File: config.mk
export PLATFORM = sky130hd
export DESIGN_NAME = instr_fetch_unit_flat
export DESIGN_NICKNAME = d
export VERILOG_FILES = /design/src/rtl/instr_fetch_unit_pkg.sv /design/src/rtl/instr_fetch_unit_if.sv /design/src/rtl/instr_fetch_unit_fetch_fifo.sv /design/src/rtl/instr_fetch_unit.sv /design/src/flat_wrapper.sv
export SDC_FILE = /design/constraint.sdc
export NUM_CORES = 1
export LEC_CHECK = 0
export BUFFER_PORTS_ARGS = -buffer_cell sky130_fd_sc_hd__buf_4
export CORE_ASPECT_RATIO = 0.8
export CORE_UTILIZATION = 55
export CTS_CLUSTER_SIZE = 10
export DETAILED_ROUTE_END_ITERATION = 7
export PLACE_DENSITY = 0.89
export SLEW_MARGIN = 10
export SYNTH_ARGS = -nofsm -noshare
export SYNTH_HDL_FRONTEND = slang
export SYNTH_SLANG_ARGS = --single-unit
File: constraint.sdc
create_clock -name clk -period 4.05 [get_ports clk]
set_clock_uncertainty 0.15 [all_clocks]
set_input_delay 0.81 -clock clk [delete_from_list [all_inputs] [get_ports clk]]
set_output_delay 0.81 -clock clk [all_outputs]
set_load 0.02 [all_outputs]
File: src/rtl/instr_fetch_unit_pkg.sv
// Shared definitions for the instruction fetch unit: fetch FSM encodings and
// default bus widths also used by the IR and the controller.
package instr_fetch_unit_pkg;

  typedef enum logic [1:0] {
    ST_IDLE  = 2'd0,
    ST_REQ   = 2'd1,
    ST_FLUSH = 2'd2
  } fetch_state_e;

  localparam int DEF_ADDR_W = 8;
  localparam int DEF_DATA_W = 8;
  localparam int DEF_DEPTH  = 2;

endpackage

File: src/rtl/instr_fetch_unit_if.sv
// Instruction-memory read bus: req/ack handshake with address and read data.
interface instr_fetch_unit_if #(
  parameter int ADDR_W = instr_fetch_unit_pkg::DEF_ADDR_W,
  parameter int DATA_W = instr_fetch_unit_pkg::DEF_DATA_W
) ();

  logic              mem_rd;
  logic [ADDR_W-1:0] mem_addr;
  logic              mem_ack;
  logic [DATA_W-1:0] mem_rdata;

  modport master (output mem_rd, output mem_addr, input mem_ack, input mem_rdata);
  modport slave  (input mem_rd, input mem_addr, output mem_ack, output mem_rdata);

endinterface

File: src/rtl/instr_fetch_unit_fetch_fifo.sv
// Prefetch FIFO holding {address, instruction} pairs; clear wins over push,
// and push+pop on the same edge is accepted even when full.
module fetch_fifo #(
  parameter  int WIDTH = 16,
  parameter  int DEPTH = instr_fetch_unit_pkg::DEF_DEPTH,
  localparam int CNT_W = $clog2(DEPTH) + 1
) (
  input  logic             clk,
  input  logic             reset,
  input  logic             push,
  input  logic             pop,
  input  logic             clear,
  input  logic [WIDTH-1:0] wdata,
  output logic [WIDTH-1:0] rdata,
  output logic             full,
  output logic             empty,
  output logic [CNT_W-1:0] count
);

  localparam int PTR_W = $clog2(DEPTH);

  logic [WIDTH-1:0] r_mem [DEPTH];
  logic [PTR_W-1:0] r_wptr;
  logic [PTR_W-1:0] r_rptr;
  logic [CNT_W-1:0] r_count;
  logic             w_do_push;
  logic             w_do_pop;

  assign empty     = (r_count == '0);
  assign full      = (r_count == CNT_W'(DEPTH));
  assign count     = r_count;
  assign rdata     = r_mem[r_rptr];
  assign w_do_pop  = pop & ~empty;
  assign w_do_push = push & (~full | w_do_pop);

  always_ff @(posedge clk) begin
    if (reset || clear) begin
      r_wptr  <= '0;
      r_rptr  <= '0;
      r_count <= '0;
    end else begin
      if (w_do_push) r_wptr <= r_wptr + PTR_W'(1);
      if (w_do_pop)  r_rptr <= r_rptr + PTR_W'(1);
      r_count <= r_count + CNT_W'(w_do_push) - CNT_W'(w_do_pop);
    end
  end

  always_ff @(posedge clk) begin
    if (w_do_push && !clear) r_mem[r_wptr] <= wdata;
  end

endmodule

File: src/rtl/instr_fetch_unit.sv
// Instruction fetch unit: prefetches from instruction memory into a small FIFO
// and hands the next instruction to the IR with a one-cycle LoadIR strobe.
module instr_fetch_unit
  import instr_fetch_unit_pkg::*;
#(
  parameter int                ADDR_W   = DEF_ADDR_W,
  parameter int                DATA_W   = DEF_DATA_W,
  parameter int                DEPTH    = DEF_DEPTH,
  parameter logic [ADDR_W-1:0] RESET_PC = '0
) (
  input  logic                clk,
  input  logic                reset,
  input  logic                fetch_req,
  input  logic                jump_en,
  input  logic [ADDR_W-1:0]   jump_addr,
  instr_fetch_unit_if.master  mem,
  output logic [DATA_W-1:0]   instruction,
  output logic                LoadIR,
  output logic [ADDR_W-1:0]   pc,
  output logic                busy
);

  localparam int CNT_W = $clog2(DEPTH) + 1;

  fetch_state_e               r_state;
  fetch_state_e               w_state_nxt;
  logic [ADDR_W-1:0]          r_fetch_pc;
  logic [ADDR_W-1:0]          r_stale_addr;
  logic                       r_pending;
  logic                       r_load;
  logic [DATA_W-1:0]          r_instr;
  logic [ADDR_W-1:0]          r_pc;

  logic                       w_mem_rd;
  logic [ADDR_W-1:0]          w_mem_addr;
  logic                       w_ack;
  logic                       w_want;
  logic                       w_pop;
  logic                       w_push;
  logic                       w_empty;
  logic                       w_full;
  logic                       w_space;
  logic [CNT_W-1:0]           w_count;
  logic [CNT_W-1:0]           w_count_after;
  logic [ADDR_W+DATA_W-1:0]   w_head;

  // An ack is only meaningful while a read is actually being requested.
  assign w_ack  = mem.mem_ack & w_mem_rd;
  assign w_want = r_pending | fetch_req;
  assign w_pop  = w_want & ~w_empty & ~jump_en;
  assign w_push = w_ack & (r_state == ST_REQ) & ~jump_en;

  assign w_count_after = w_count + CNT_W'(w_push) - CNT_W'(w_pop);
  assign w_space       = (w_count_after < CNT_W'(DEPTH));

  fetch_fifo #(
    .WIDTH (ADDR_W + DATA_W),
    .DEPTH (DEPTH)
  ) u_fifo (
    .clk   (clk),
    .reset (reset),
    .push  (w_push),
    .pop   (w_pop),
    .clear (jump_en),
    .wdata ({r_fetch_pc, mem.mem_rdata}),
    .rdata (w_head),
    .full  (w_full),
    .empty (w_empty),
    .count (w_count)
  );

  always_ff @(posedge clk) begin
    if (reset) r_state <= ST_IDLE;
    else       r_state <= w_state_nxt;
  end

  always_comb begin
    w_state_nxt = r_state;
    unique case (r_state)
      ST_IDLE: begin
        if (jump_en || !w_full || w_pop) w_state_nxt = ST_REQ;
      end
      ST_REQ: begin
        if (jump_en)    w_state_nxt = w_ack ? ST_REQ : ST_FLUSH;
        else if (w_ack) w_state_nxt = w_space ? ST_REQ : ST_IDLE;
      end
      ST_FLUSH: begin
        if (w_ack) w_state_nxt = ST_REQ;
      end
      default: w_state_nxt = ST_IDLE;
    endcase
  end

  // FLUSH keeps presenting the abandoned address until memory completes it.
  always_comb begin
    w_mem_rd   = (r_state == ST_REQ) || (r_state == ST_FLUSH);
    w_mem_addr = (r_state == ST_FLUSH) ? r_stale_addr : r_fetch_pc;
  end

  assign mem.mem_rd   = w_mem_rd;
  assign mem.mem_addr = w_mem_addr;

  always_ff @(posedge clk) begin
    if (reset) begin
      r_fetch_pc   <= RESET_PC;
      r_stale_addr <= RESET_PC;
      r_pending    <= 1'b0;
      r_load       <= 1'b0;
      r_instr      <= '0;
      r_pc         <= RESET_PC;
    end else begin
      r_load    <= w_pop;
      r_pending <= w_want & ~w_pop & ~jump_en;
      if (w_pop) begin
        r_pc    <= w_head[ADDR_W+DATA_W-1:DATA_W];
        r_instr <= w_head[DATA_W-1:0];
      end
      if (jump_en) begin
        r_fetch_pc <= jump_addr;
        if (r_state == ST_REQ) r_stale_addr <= r_fetch_pc;
      end else if (w_push) begin
        r_fetch_pc <= r_fetch_pc + ADDR_W'(1);
      end
    end
  end

  assign instruction = r_instr;
  assign LoadIR      = r_load;
  assign pc          = r_pc;
  assign busy        = r_pending & w_empty;

endmodule

File: src/flat_wrapper.sv
// flat-port wrapper written by rule: the top's interface ports become plain ports
module instr_fetch_unit_flat import instr_fetch_unit_pkg::*;
#(
  parameter int                ADDR_W   = DEF_ADDR_W,
  parameter int                DATA_W   = DEF_DATA_W,
  parameter int                DEPTH    = DEF_DEPTH,
  parameter logic [ADDR_W-1:0] RESET_PC = '0
)
  (clk, reset, fetch_req, jump_en, jump_addr, instruction, LoadIR, pc, busy, mem_mem_rd, mem_mem_addr, mem_mem_ack, mem_mem_rdata);
  instr_fetch_unit_if #(.ADDR_W(ADDR_W), .DATA_W(DATA_W)) mem_i ();
  input  logic clk;
  input  logic reset;
  input  logic fetch_req;
  input  logic jump_en;
  input  logic [ADDR_W-1:0] jump_addr;
  output logic [DATA_W-1:0] instruction;
  output logic LoadIR;
  output logic [ADDR_W-1:0] pc;
  output logic busy;
  output wire logic [$bits(mem_i.mem_rd)-1:0] mem_mem_rd;
  output wire logic [$bits(mem_i.mem_addr)-1:0] mem_mem_addr;
  input wire logic [$bits(mem_i.mem_ack)-1:0] mem_mem_ack;
  input wire logic [$bits(mem_i.mem_rdata)-1:0] mem_mem_rdata;
  assign mem_mem_rd = mem_i.mem_rd;
  assign mem_mem_addr = mem_i.mem_addr;
  assign mem_i.mem_ack = mem_mem_ack;
  assign mem_i.mem_rdata = mem_mem_rdata;
  instr_fetch_unit #(.ADDR_W(ADDR_W), .DATA_W(DATA_W), .DEPTH(DEPTH), .RESET_PC(RESET_PC)) u_core (.clk(clk), .reset(reset), .fetch_req(fetch_req), .jump_en(jump_en), .jump_addr(jump_addr), .mem(mem_i), .instruction(instruction), .LoadIR(LoadIR), .pc(pc), .busy(busy));
endmodule
==> metrics.txt <==
CTS tree done; H-tree depth 3; sequential element share of the synthesized area 59.2%; Final Non-Filler Cells 368; Vias around 2.1k; element type at the critical path end primary output; total CTS buffers 9; Setup crit end mem_mem_addr[7]; RD Place Congestion 0.868; post-CTS setup buffer count 0; Reg2Reg Launch Point u_core.r_state[0]$_SDFFE_PP0P_; clock sink count slightly above 70; GRT overflow 0; Post-synth EDFFs 32; PwrDens 484 mW/mm2; ranking of synthesized cells by area edfxtp_1 (32%), dfxtp_1 (27%), mux2i_1 (5.7%); fillers 365; Lkg Pwr 0.00129 uW; Worst Max-Slew Pin Slew a little over 1 ns; share of post-route cells with drive strength above 1 between 20% and 30%; Max-Cap Viols 0; area post-placement between 0.003 and 0.004 mm2; Antenna Cells 0; number of global-route vias before repair 1927; multi-input logic area 0.00112 mm2; worst-case reg-to-reg path depth 11; post-synth net total 284; 1st-pass router iterations 6; area leader, netlist edfxtp_1; crit path launch type register; DIE AREA around 0.0057 mm2; clock-pin slew on the worst setup and hold paths 0.07 ns; worst reg2reg setup slack 1.42 ns; DP Cell Count between 300 and 400; Most used DFF post-synth dfxtp_1; most instantiated library cell after synthesis dfxtp_1; Starting Density 58.4%; Total GRT Usage 22.4%; maximum vdd drop around 0.32 mV; Die Span X 84.2 um; final setup violation count 0; CTS max path bufs 2; Crit Path Max Fanout 11; syn avg cell area ~12 um2; FF-to-FF End u_core.u_fifo.count[1]$_SDFF_PP0_; cts hold-fix bufs 0; Ys Warns 0; Setup crit start u_core.r_state[0]$_SDFFE_PP0P_; flops & latches, synth just over 70; Layout Cell Area excl Fill 0.00360 mm2; NumNets Final 330; status complete, but fails checks; drt wl/cell 15.9 um; drt first-iter violations 102; Hold Crit Class reg -> reg; Final ANT Viol Nets 0; Mapped Cells 255; post-layout min period 2.78 ns; antenna violations before repair 0; Final Cycle Share 68.6%; post-synthesis cell type count 40; port buffer count between 40 and 50; Synth top area share 32.3%; Cell Rows 23; FMAX 360 MHz; Synth top cells by count dfxtp_1 (40), edfxtp_1 (32), nor2_1 (29); CP arrival 1.82 ns; DRC viols 4; die height 67.8 um; first-pass GRT wire length roughly 9500 um; RSZ-0062 raised after global routing no; synthesized area 0.00297 mm2; fin. max-slew vios 0; Core Region 0.00509 mm2; Hold Violations, Final 0; setup TNS 0 ns; Via-to-Cell Ratio 5.64; IO Count 48; HPWL after DPL 3770 um; worst path required time 3.09 ns; failing checks DRC; Register Area 0.00176 mm2; largest net degree at the start of global routing 42; latest clock arrival within the worst-skew pair ~0.34 ns; post-CTS resize count 0; Detailed Route WL 5870 um; Rel. slew slack 31.0%; Area Overhead vs Synth 21.0%; ys async rst share 0%; CTS root buf clkbuf_8; CP Class reg -> out
==> sequential cells by signal, indices dropped and copies added (netlist names) <==
name                  cells
u_core.LoadIR             1
u_core.u_fifo.r_rptr      1
u_core.r_stale_addr       8
u_core.r_fetch_pc         8
u_core.u_fifo.r_mem      32
u_core.r_state            2
u_core.u_fifo.count       2
u_core.u_fifo.r_wptr      1
u_core.instruction        8
u_core.r_pending          1
u_core.pc                 8
==> logic make-up (layout without fill, tap and decap cells) <==
group	count (synthesis)	after routing	share of synthesized area, %
compound gates	38	38	9.05
xor+xnor	11	11	3.24
simple gates	81	81	13.4
buf+inv	20	71	2.94
fa+ha+maj	8	8	3.37
flops	72	72	59.2
mux	25	25	8.75
==> layout make-up <==
type                    instances  area share (%)
clock buffers                  11            3.93
clock inverters                 5            2.88
inverters                       6           0.626
multi-input cells             163            31.2
flip-flops and latches         72            48.9
well taps                      62            2.16
repair buffers                 49            10.2
==> cell usage in the layout (no fill, tap or decap), types with 5 or more instances in the layout <==
| master | count |
|---|---|
| mux2_2 | 8 |
| nor3_1 | 6 |
| xnor2_1 | 10 |
| ha_1 | 8 |
| dfxtp_1 | 40 |
| nand2_1 | 24 |
| mux2i_1 | 17 |
| inv_1 | 5 |
| edfxtp_1 | 32 |
| nor2_1 | 29 |
| a211oi_1 | 20 |
| buf_4 | 49 |
| clkbuf_8 | 10 |
| a21oi_1 | 9 |
==> how the worst min path moves through the flow <==
stage / to / cells past startpoint / from / slack, ns
2_1_floorplan: u_core.r_stale_addr[0]$_SDFFE_PP0P_ / 2 / u_core.r_stale_addr[0]$_SDFFE_PP0P_ / 0.28
3_3_place_gp: u_core.r_stale_addr[0]$_SDFFE_PP0P_ / 2 / u_core.r_stale_addr[0]$_SDFFE_PP0P_ / 0.29
3_5_place_dp: u_core.r_stale_addr[2]$_SDFFE_PP0P_ / 2 / u_core.r_stale_addr[2]$_SDFFE_PP0P_ / 0.30
4_1_cts: u_core.r_stale_addr[2]$_SDFFE_PP0P_ / 2 / u_core.r_stale_addr[2]$_SDFFE_PP0P_ / 0.31
5_1_grt: u_core.r_stale_addr[2]$_SDFFE_PP0P_ / 2 / u_core.r_stale_addr[2]$_SDFFE_PP0P_ / 0.34
6_report: u_core.r_stale_addr[3]$_SDFFE_PP0P_ / 2 / u_core.r_stale_addr[3]$_SDFFE_PP0P_ / 0.30
==> report_power, final <==
part	internal (uW)	switching (uW)
Clock	426	259
Combinational	98.9	141
Sequential	791	24.9
Total	1320	425
==> worst max-delay path: stages (launching register included) <==
cell     delay (ns)
dfxtp_1        0.34
inv_1          0.12
ha_1           0.46
mux2_2         0.40
buf_4          0.16
==> stage by stage <==
step | utilization [%] | hold slack, ns | setup slack, ns | power, uW
2_1_floorplan | - | 0.283 | 1.48 | 985
3_3_place_gp | 65.9 | 0.289 | 1.38 | 1060
3_5_place_dp | 65.9 | 0.297 | 1.22 | 1070
4_1_cts | 70.7 | 0.307 | 1.29 | 1750
5_1_grt | 70.7 | 0.336 | 1.22 | 1810
6_report | 70.7 | 0.303 | 1.27 | 1740
==> per-layer routing <==
layer | routed length [um] | global-route usage (%)
met5 | 0 | 0
met2 | 2860 | 38.1
met3 | 331 | 7.21
met1 | 2640 | 28.0
met4 | 39 | 6.47
No activity file was read; power rests on OpenSTA's default activity.
